### src/rtl/booth_mul_unit.sv
// Iterative radix-2 Booth signed multiplier for the EX stage.
// One Booth step per cycle; stalls the pipeline until the product is ready.
module booth_mul_unit #(
    parameter int         WIDTH    = 32,
    parameter logic [3:0] MUL_CODE = 4'd9,
    parameter int         CNT_W    = 6
) (
    input  logic                 clk,
    input  logic                 rst_n,
    input  logic [3:0]           alu_cnt,
    input  logic                 ex_valid,
    input  logic                 flush,
    input  logic [WIDTH-1:0]     multiplicand,
    input  logic [WIDTH-1:0]     multiplier,
    output logic [2*WIDTH-1:0]   product,
    output logic                 busy,
    output logic                 done,
    output logic                 stall
);

    typedef enum logic [1:0] {S_IDLE, S_RUN, S_DONE} state_t;

    state_t               state_q, state_d;
    logic [WIDTH-1:0]     m_q, m_d;
    logic [WIDTH:0]       a_q, a_d;
    logic [WIDTH-1:0]     qr_q, qr_d;
    logic                 qm1_q, qm1_d;
    logic [CNT_W-1:0]     cnt_q, cnt_d;
    logic [2*WIDTH-1:0]   product_q, product_d;
    logic                 done_q, done_d;

    logic                 start;
    logic [WIDTH:0]       m_ext;
    logic [WIDTH:0]       sum;

    assign start = ex_valid && (alu_cnt == MUL_CODE) && !flush;
    // A is one bit wider than M so that subtracting the most negative M cannot overflow.
    assign m_ext = {m_q[WIDTH-1], m_q};

    always_comb begin
        unique case ({qr_q[0], qm1_q})
            2'b01:   sum = a_q + m_ext;
            2'b10:   sum = a_q - m_ext;
            default: sum = a_q;
        endcase
    end

    always_comb begin
        // NOTE: every next-state signal takes its hold value first, so no path can infer a latch.
        state_d   = state_q;
        m_d       = m_q;
        a_d       = a_q;
        qr_d      = qr_q;
        qm1_d     = qm1_q;
        cnt_d     = cnt_q;
        product_d = product_q;
        done_d    = 1'b0;

        unique case (state_q)
            S_IDLE: begin
                if (start) begin
                    m_d     = multiplicand;
                    a_d     = '0;
                    qr_d    = multiplier;
                    qm1_d   = 1'b0;
                    cnt_d   = '0;
                    state_d = S_RUN;
                end
            end
            S_RUN: begin
                if (flush) begin
                    state_d = S_IDLE;
                end else begin
                    // Arithmetic shift of {A, Q, q_m1} after the add/subtract step.
                    a_d   = {sum[WIDTH], sum[WIDTH:1]};
                    qr_d  = {sum[0], qr_q[WIDTH-1:1]};
                    qm1_d = qr_q[0];
                    cnt_d = cnt_q + CNT_W'(1);
                    if (cnt_q == CNT_W'(WIDTH - 1)) begin
                        state_d = S_DONE;
                    end
                end
            end
            S_DONE: begin
                product_d = {a_q[WIDTH-1:0], qr_q};
                done_d    = 1'b1;
                if (start) begin
                    m_d     = multiplicand;
                    a_d     = '0;
                    qr_d    = multiplier;
                    qm1_d   = 1'b0;
                    cnt_d   = '0;
                    state_d = S_RUN;
                end else begin
                    state_d = S_IDLE;
                end
            end
            default: state_d = S_IDLE;
        endcase
    end

    // NOTE: state registers use non-blocking assignments so all flops update together at the edge.
    always_ff @(posedge clk or negedge rst_n) begin
        if (!rst_n) begin
            state_q   <= S_IDLE;
            m_q       <= '0;
            a_q       <= '0;
            qr_q      <= '0;
            qm1_q     <= 1'b0;
            cnt_q     <= '0;
            product_q <= '0;
            done_q    <= 1'b0;
        end else begin
            state_q   <= state_d;
            m_q       <= m_d;
            a_q       <= a_d;
            qr_q      <= qr_d;
            qm1_q     <= qm1_d;
            cnt_q     <= cnt_d;
            product_q <= product_d;
            done_q    <= done_d;
        end
    end

    assign product = product_q;
    assign done    = done_q;
    assign busy    = (state_q == S_RUN);
    assign stall   = busy;

endmodule

### config.mk
export PLATFORM = sky130hd
export DESIGN_NAME = booth_mul_unit
export DESIGN_NICKNAME = d
export VERILOG_FILES = /design/src/rtl/booth_mul_unit.sv
export SDC_FILE = /design/constraint.sdc
export NUM_CORES = 1
export LEC_CHECK = 0
export CORE_MARGIN = 3
export CORE_UTILIZATION = 50
export DETAILED_ROUTE_END_ITERATION = 10
export GPL_TIMING_DRIVEN = 0
export PLACE_DENSITY = 0.89
export SETUP_SLACK_MARGIN = 0.4
export SLEW_MARGIN = 20
export SYNTH_ARGS = -nofsm -noshare
export SYNTH_HDL_FRONTEND = slang
export SYNTH_SLANG_ARGS = --single-unit
### constraint.sdc
create_clock -name clk -period 3.6 [get_ports clk]
set_clock_uncertainty 0.2 [all_clocks]
set_input_delay 0.9 -clock clk [delete_from_list [all_inputs] [get_ports clk]]
set_output_delay 0.9 -clock clk [all_outputs]
set_load 0.005 [all_outputs]
==> results of run 1 <==
## cells in the final DEF (no fill, tap or decap), types with 27 or more instances in the layout
cell,instances
a21oi_1,32
buf_4,54
buf_6,27
clkbuf_1,34
clkdlybuf4s50_1,137
dfrtp_1,169
mux2_2,64
nand2_1,164
nand3_1,28
nor2_1,44
o21ai_0,41
xnor2_1,30
## cells by family (layout without fill, tap and decap cells)
kind of cell | Yosys count | count (layout)
fa+ha+maj | 36 | 36
mux | 84 | 84
buf+inv | 78 | 328
compound gates | 222 | 222
flops | 170 | 170
simple gates | 315 | 315
xor+xnor | 61 | 61
## stage by stage
| stage | setup TNS [ns] | power, uW | worst slack, ns | hold slack [ns] |
|---|---|---|---|---|
| after detailed placement | -8.59 | 5200 | -0.539 | 0.277 |
| after floorplan | -0.0312 | 4450 | -0.0312 | 0.255 |
| final | -3.74 | 8650 | -0.381 | 0.209 |
| after global routing | -7.06 | 9060 | -0.583 | 0.243 |
| after CTS | -2.65 | 7760 | -0.427 | 0.230 |
| after global placement | -899.71 | 5120 | -5.28 | 0.275 |
## power by group
part	total, uW	internal (uW)	switching [uW]
Sequential	2560	2180	379
Combinational	4200	1980	2220
Clock	1890	996	892
## per-layer routing
metal / share of wire, % / up-vias / GRT usage (%)
li1: - / 3882 / -
met1: 41 / 4143 / 35.2
met2: 50 / 346 / 44.8
met3: 6.8 / 77 / 5.38
met4: 3.0 / 0 / 8.69
met5: 0 / - / 0
## worst max-delay path: cells and delay by family (launching register included)
kind	cells	cell delay (ns)
flip-flops	1	0.38
buffers and inverters	1	0.19
XOR/XNOR	1	0.18
multiplexers	1	0.21
AO/OA/AOI/OAI	7	1.10
adder cells (fa/ha/maj)	1	0.35
AND/OR/NAND/NOR	6	1.24
## registers in the layout, indices dropped and copies added (netlist names)
signal and count:
a_q 32, cnt_q 6, done 1, m_q 32, product 64, qm1_q 1
qr_q 32, state_q 2
## timing repair
item                       4_1_cts  5_1_grt
resized for setup              100      123
pin swaps                       71       82
cloned                           0        1
setup buffers                   52       26
setup endpoints to repair       52       51
## area by class of cell
cell class | count | area share, %
clock buffer | 17 | 3.21
multi-input combinational | 718 | 42.1
buffer | 58 | 2.50
inverter | 20 | 0.566
sequential | 170 | 32.1
clock inverter | 15 | 1.37
tap | 229 | 2.16
timing repair buffer | 218 | 16.0
## Yosys cell counts (all sizes together), types with 10 or more instances
library cell and number:
inv 20, a21o 12, xor2 14, a21oi 53
mux2 64, a31oi 11, nand3 35, dfrtp 170
clkbuf 50, ha 35, mux2i 20, nand2 170
nor2 53, xnor2 47, a22oi 16, and3 10
o21ai 76, nor3 15
## worst max path at each step
stage	start	cells after the start	end	slack, ns
global route	m_q[11]	17	a_q[29]	-0.58
detailed placement	m_q[11]	16	a_q[30]	-0.54
finish	m_q[11]	17	a_q[31]	-0.38
floorplan	m_q[12]	17	a_q[30]	-0.03
CTS	m_q[9]	17	a_q[30]	-0.43
global placement	rst_n	1	m_q[27]	-5.28
==> metrics.md, run 1 <==
| Metric | Value |
|---|---|
| Syn nets | 1074 |
| R2R cell count | 17 |
| Status | complete, but fails checks |
| Cells after Synth | 966 |
| Final setup viols | 19 |
| Placed insts | 1334 |
| Initial DRC count | 616 |
| Drt drc | 0 |
| Die Width | 142 um |
| Slowest-stage cell, CP | or4_4 |
| Mux contribution to synthesized area | 9.94% |
| I/O Buffers | 138 |
| Register area share after synthesis | 45.9% |
| Number of vias per cell | 5.85 |
| Layout cells sized above 1 | 27.4% |
| Total track usage | 26.8% |
| I/O pin count | 139 |
| Largest stage delay on the critical path | 0.56 ns |
| Post-synth EDFFs | 0 |
| Avg Cell Area, Syn | 9.59 um^2 |
| Vias in the first global route | 8304 |
| Worst R2R Setup Slack | -0.38 ns |
| WP data required | 3.72 ns |
| CTS H-tree depth | 4 |
| Fillers | 1228 |
| Initial antenna violation count | 0 |
| Synth Area in Compound Gates | 14.9% |
| Largest net degree at the start of global routing | 101 |
| Routed len/inst | 19.9 um |
| CTS clk-pin slew, worst paths | 0.08 ns |
| Post-Layout Inst Area | 0.0133 mm^2 |
| Worst-path cell chain | or4_4, nor4_4, nand3b_1, buf_4, nor3_4, nor2_1, xnor2_1, ha_2, a21oi_2, o21ai_1, a21oi_2, o21ai_1, a41o_1, a31o_4, nand4_1, mux2i_1, o21ai_1 |
| Top post-synthesis cells by area | dfrtp_1 (46%), mux2_2 (7.8%), nand2_1 (6.9%) |
| Row count | 49 |
| Number of distinct library cells after synthesis | 61 |
| Xor and xnor area share after synthesis | 5.85% |
| CP Class | flop to flop |
| Dominant cell type by area after synthesis | dfrtp_1 |
| Final hold vios | 0 |
| Detailed Routing Iterations Pass 1 | 5 |
| Crit. End Element | flop |
| Area growth syn-to-layout | 43.0% |
| Synthesis-stage register bit count | 170 |
| FF-to-FF End | a_q[31] |
| Overall die height | 142 um |
| Multi-input logic area | 0.00558 mm^2 |
| Worst hold path class | input pin to asynchronous set/reset pin |
| Root Driver | clkbuf_16 |
| DR vias | 8448 |
| Asr flop ratio synth | 100% |
| First-pass GRT wire length | 43200 um |
| Final WL | 28700 um |
| Worst-margin pin slew | 0.792 ns |
| RSZ-0062 raised after global routing | true |
| Hold_buf cts | 0 |
| Reg2Reg Launch Point | m_q[11] |
| Peak supply drop | 0.000443 V |
| Max-Cap Viols | 0 |
| Final core utilization | 73.3% |
| Power per cell area | 652 mW/mm^2 |
| Synth Flop Type | dfrtp_1 |
| Final Net Count | 1311 |
| Final setup margin | -0.381 ns |
| Simple-gate area share of the yosys netlist | 15.1% |
| CP arrival | 4.10 ns |
| TritonCTS clock tree | done |
| Slew Limit Headroom | 47.2% |
| Leakage | 0.00601 uW |
| Largest family of logic cells by synthesized area | simple AND/OR/NAND/NOR gates |
| Setup crit start kind | flop |
| Placed cell area | 0.0111 mm^2 |
| Die footprint | 0.0202 mm^2 |
| Total core area | 0.0181 mm^2 |
| Crit share post-route | 111% |
| Clock latency on the worst-skew pair | 0.44 ns |
| Final Slew Violations | 0 |
| Initial Util | 51.2% |
| Synth Area in Adders | 4.94% |
| Mapped Area | 0.00927 mm^2 |
| Diodes inserted | 0 |
| Fin cells | 1445 |
| Fmax | 251 MHz |
| Clock sinks | 170 |
| Global route overflow | 0 |
| CTS Buf Count | 17 |
| Failing checks | setup timing |
| GP Congestion | 0.920 |
| Max clock buf depth | 2 |
| Crit path time final | 3.98 ns |
| Worst-path fanout max | 5 |
| Top cell type's share of synthesized area | 45.9% |
| Synth Warn # | 0 |
| Hpwl dp | 18900 um |
| Critical path's most frequent cell | o21ai_1 |
| Antenna Nets Post-Route | 0 |
| Sequential Area | 0.00426 mm^2 |
Power figures use the tool's default switching activity.
==> run 2: changes to the inputs <==
--- a/config.mk
+++ b/config.mk
@@ -6,10 +6,12 @@
 export NUM_CORES = 1
 export LEC_CHECK = 0
 export CORE_MARGIN = 3
-export CORE_UTILIZATION = 50
+export CORE_UTILIZATION = 51
+export CTS_BUF_LIST = sky130_fd_sc_hd__clkbuf_4
+export CTS_CLUSTER_DIAMETER = 120
 export DETAILED_ROUTE_END_ITERATION = 10
 export GPL_TIMING_DRIVEN = 0
-export PLACE_DENSITY = 0.89
+export PLACE_DENSITY = 0.9
 export SETUP_SLACK_MARGIN = 0.4
 export SLEW_MARGIN = 20
 export SYNTH_ARGS = -nofsm -noshare
==> metrics.md, run 2 (synthesized netlist as in run 1, its figures left out) <==
| Metric | Value |
|---|---|
| Worst-path cell chain | or4_4, nor4_4, buf_4, and3_4, buf_6, a21oi_4, xnor2_2, ha_1, clkbuf_8, buf_4, nand2_1, o21a_1, o31a_1, o211ai_1, a221oi_2, o31ai_2, xnor2_1, o211ai_1 |
| Antenna Nets Post-Route | 0 (unchanged) |
| Placed insts | 1330 (-0.30%) |
| Worst-margin pin slew | 0.753 ns (-0.0389 ns) |
| Peak supply drop | 0.000277 V (-38%) |
| Layout cells sized above 1 | 24.6% (-2.8 points) |
| Final setup viols | 17 (-2) |
| Comb power frac | 50.8% (+2.3 points) |
| Most frequent cells in the layout | dfrtp_1 (169), nand2_1 (164), clkdlybuf4s50_1 (137) |
| RSZ-0062 raised after global routing | true |
| Top sig layer | met4 |
| Total core area | 0.0175 mm^2 (-3.0%) |
| Worst setup endpoint | a_q[29] |
| FF-to-FF End | a_q[29] |
| Leakage | 0.00573 uW (-4.6%) |
| Sequential power share | 34.1% (+4.5 points) |
| Worst R2R Setup Slack | -0.40 ns (about the same) |
| First-pass GRT wire length | 42400 um (-1.8%) |
| Clock sinks | 170 (unchanged) |
| Final hold vios | 0 (unchanged) |
| Cell-internal power | 4290 uW (-17%) |
| Final Slew Violations | 0 (unchanged) |
| Levels on crit path | 18 (+1) |
| Slew Limit Headroom | 49.8% (+2.6 points) |
| Fillers | 1235 (+0.57%) |
| Overall die height | 141 um (-0.95%) |
| Placed cell area | 0.0111 mm^2 (about the same) |
| Failing checks | setup timing |
| CP Class | flop to flop |
| Die Width | 141 um (-0.95%) |
| Largest net degree at the start of global routing | 99 (-2.0%) |
| Routed len/inst | 19.2 um (-3.2%) |
| Setup WS pre-CTS | -0.567 ns (-0.0277 ns) |
| WL met3 | 1890 um (-3.9%) |
| I/O pin count | 139 (unchanged) |
| Die footprint | 0.0198 mm^2 (-1.9%) |
| Worst hold path class | input pin to asynchronous set/reset pin |
| Fin cells | 1426 (-1.3%) |
| R2R cell count | 18 (+1) |
| GP Congestion | 0.946 (+2.9%) |
| Most common cell after layout, fill and taps aside | dfrtp_1 |
| CP arrival | 4.31 ns (+0.21 ns) |
| I/O Buffers | 138 (unchanged) |
| Crit path from | m_q[12] |
| Initial Util | 52.8% (+1.6 points) |
| Post-Layout Inst Area | 0.0125 mm^2 (-5.5%) |
| TritonCTS clock tree | done |
| Max clock buf depth | 2 (unchanged) |
| CTS Buf Count | 17 (unchanged) |
| Largest register FFs | 64 (unchanged) |
| CTS clk-pin slew, worst paths | 0.16 ns (+0.08 ns) |
| Total track usage | 26.9% (+0.066 points) |
| Routed wl met2 | 13100 um (-8.2%) |
| Root Driver | clkbuf_4 |
| Clock latency on the worst-skew pair | 0.60 ns (+0.16 ns) |
| Power per cell area | 594 mW/mm^2 (-8.9%) |
| Reg2Reg Launch Point | m_q[12] |
| Final Net Count | 1294 (-1.3%) |
| Status | complete, but fails checks |
| Max-Cap Viols | 0 (unchanged) |
| Largest stage delay on the critical path | 0.55 ns (about the same) |
| Clock power share | 15.1% (-6.7 points) |
| CTS H-tree depth | 4 (unchanged) |
| Row count | 48 (-2.0%) |
| Crit path time final | 4.00 ns (+0.0148 ns) |
| Vias in the first global route | 8323 (+0.23%) |
| Number of vias per cell | 5.85 (about the same) |
| Initial antenna violation count | 1 (+1) |
| Slowest-stage cell, CP | or4_4 |
| Pwr Total | 7450 uW (-14%) |
| Final setup margin | -0.395 ns (-0.0148 ns) |
| Crit share post-route | 111% (+0.41 points) |
| Fmax | 250 MHz (-0.37%) |
| Drt drc | 0 (unchanged) |
| Delay-heaviest family, CP | compound AO/OA/AOI/OAI gates |
| Switching share of power | 42.4% (+2.0 points) |
| Psw | 3150 uW (-9.6%) |
| Buffers and inverters on the worst path | 4 (+3) |
| DR vias | 8343 (-1.2%) |
| Metal1 wirelength | 11700 um (about the same) |
| Worst-path fanout max | 5 (unchanged) |
| Detailed Routing Iterations Pass 1 | 7 (+2) |
| Area growth syn-to-layout | 35.2% |
| Setup crit start kind | flop |
| Final core utilization | 71.4% (-1.8 points) |
| Crit. End Element | flop |
| Global route overflow | 0 (unchanged) |
| Final WL | 27400 um (-4.5%) |
| Hpwl dp | 19000 um (+0.57%) |
| WP data required | 3.92 ns (+0.20 ns) |
| Initial DRC count | 671 (+8.9%) |
==> run 2: changes by cell type in the layout (fill, tap and decap cells not counted), moves of 4 or more <==
cell	delta
ha_4	-4
nor2_1	+4
a21oi_4	+4
clkbuf_16	-17
ha_1	+4
buf_6	-15
a21oi_1	-4
clkbuf_4	+17
==> run 2: how the worst min path moves through the flow <==
| stage | from | end | slack [ns] |
|---|---|---|---|
| after CTS | rst_n | product[27] | 0.04 |
| after global placement | cnt_q[5] | state_q[1] | 0.27 |
| after global routing | rst_n | product[27] | 0.04 |
| after floorplan | cnt_q[5] | state_q[1] | 0.26 |
| after detailed placement | cnt_q[5] | state_q[1] | 0.28 |
| final | rst_n | product[28] | 0.01 |
==> run 2: worst reg2reg max path, stage by stage (launching register included) <==
cell and delay [ns]:
dfrtp_1 0.41, or4_4 0.55, nor4_4 0.17, buf_4 0.16
and3_4 0.16, buf_6 0.12, a21oi_4 0.06, xnor2_2 0.20
ha_1 0.27, clkbuf_8 0.14, buf_4 0.15, nand2_1 0.13
o21a_1 0.16, o31a_1 0.14, o211ai_1 0.12, a221oi_2 0.32
o31ai_2 0.15, xnor2_1 0.14, o211ai_1 0.16
==> run 2: routing by layer <==
| layer | track usage (%) | vias up |
|---|---|---|
| li1 | - | 3849 |
| met4 | 10.0 | 0 |
| met3 | 4.68 | 73 |
| met2 | 44.2 | 357 |
| met5 | 0 | - |
| met1 | 35.9 | 4064 |
==> run 2: cell type report <==
| cell class | instances | area (um^2) | area share [%] |
|---|---|---|---|
| clock inverter | 13 | 133 | 1.06 |
| tap | 225 | 282 | 2.25 |
| clock buffer | 19 | 143 | 1.14 |
| timing repair buffer | 201 | 1920 | 15.3 |
| buffer | 58 | 329 | 2.63 |
| multi-input combinational | 718 | 5390 | 43.0 |
| antenna | 2 | 5.00 | 0.0400 |
| sequential | 170 | 4260 | 34.0 |
| inverter | 20 | 75.1 | 0.599 |
==> run 2: what timing repair did <==
action                                  4_1_cts  5_1_grt
setup buffers                                46       16
gates cloned                                  0        0
endpoints found under the setup margin       28       52
gates resized for setup                      93       77
pin swaps                                    44       40
hold buffers                                  0        0
==> run 2: power by group through the flow <==
stage / clock, uW / combinational (uW) / sequential (uW)
after floorplan: 0 / 2020 / 2430
after global placement: 0 / 2600 / 2530
after detailed placement: 0 / 2660 / 2540
after CTS: 1130 / 3320 / 2510
after global routing: 1210 / 4070 / 2570
final: 1130 / 3780 / 2540
==> run 2: metrics by stage <==
stage	hold slack, ns	setup TNS, ns
after floorplan	0.255	-0.0312
after global placement	0.274	-898.46
after detailed placement	0.279	-9.03
after CTS	0.0360	-1.67
after global routing	0.0367	-6.13
final	0.0106	-3.22
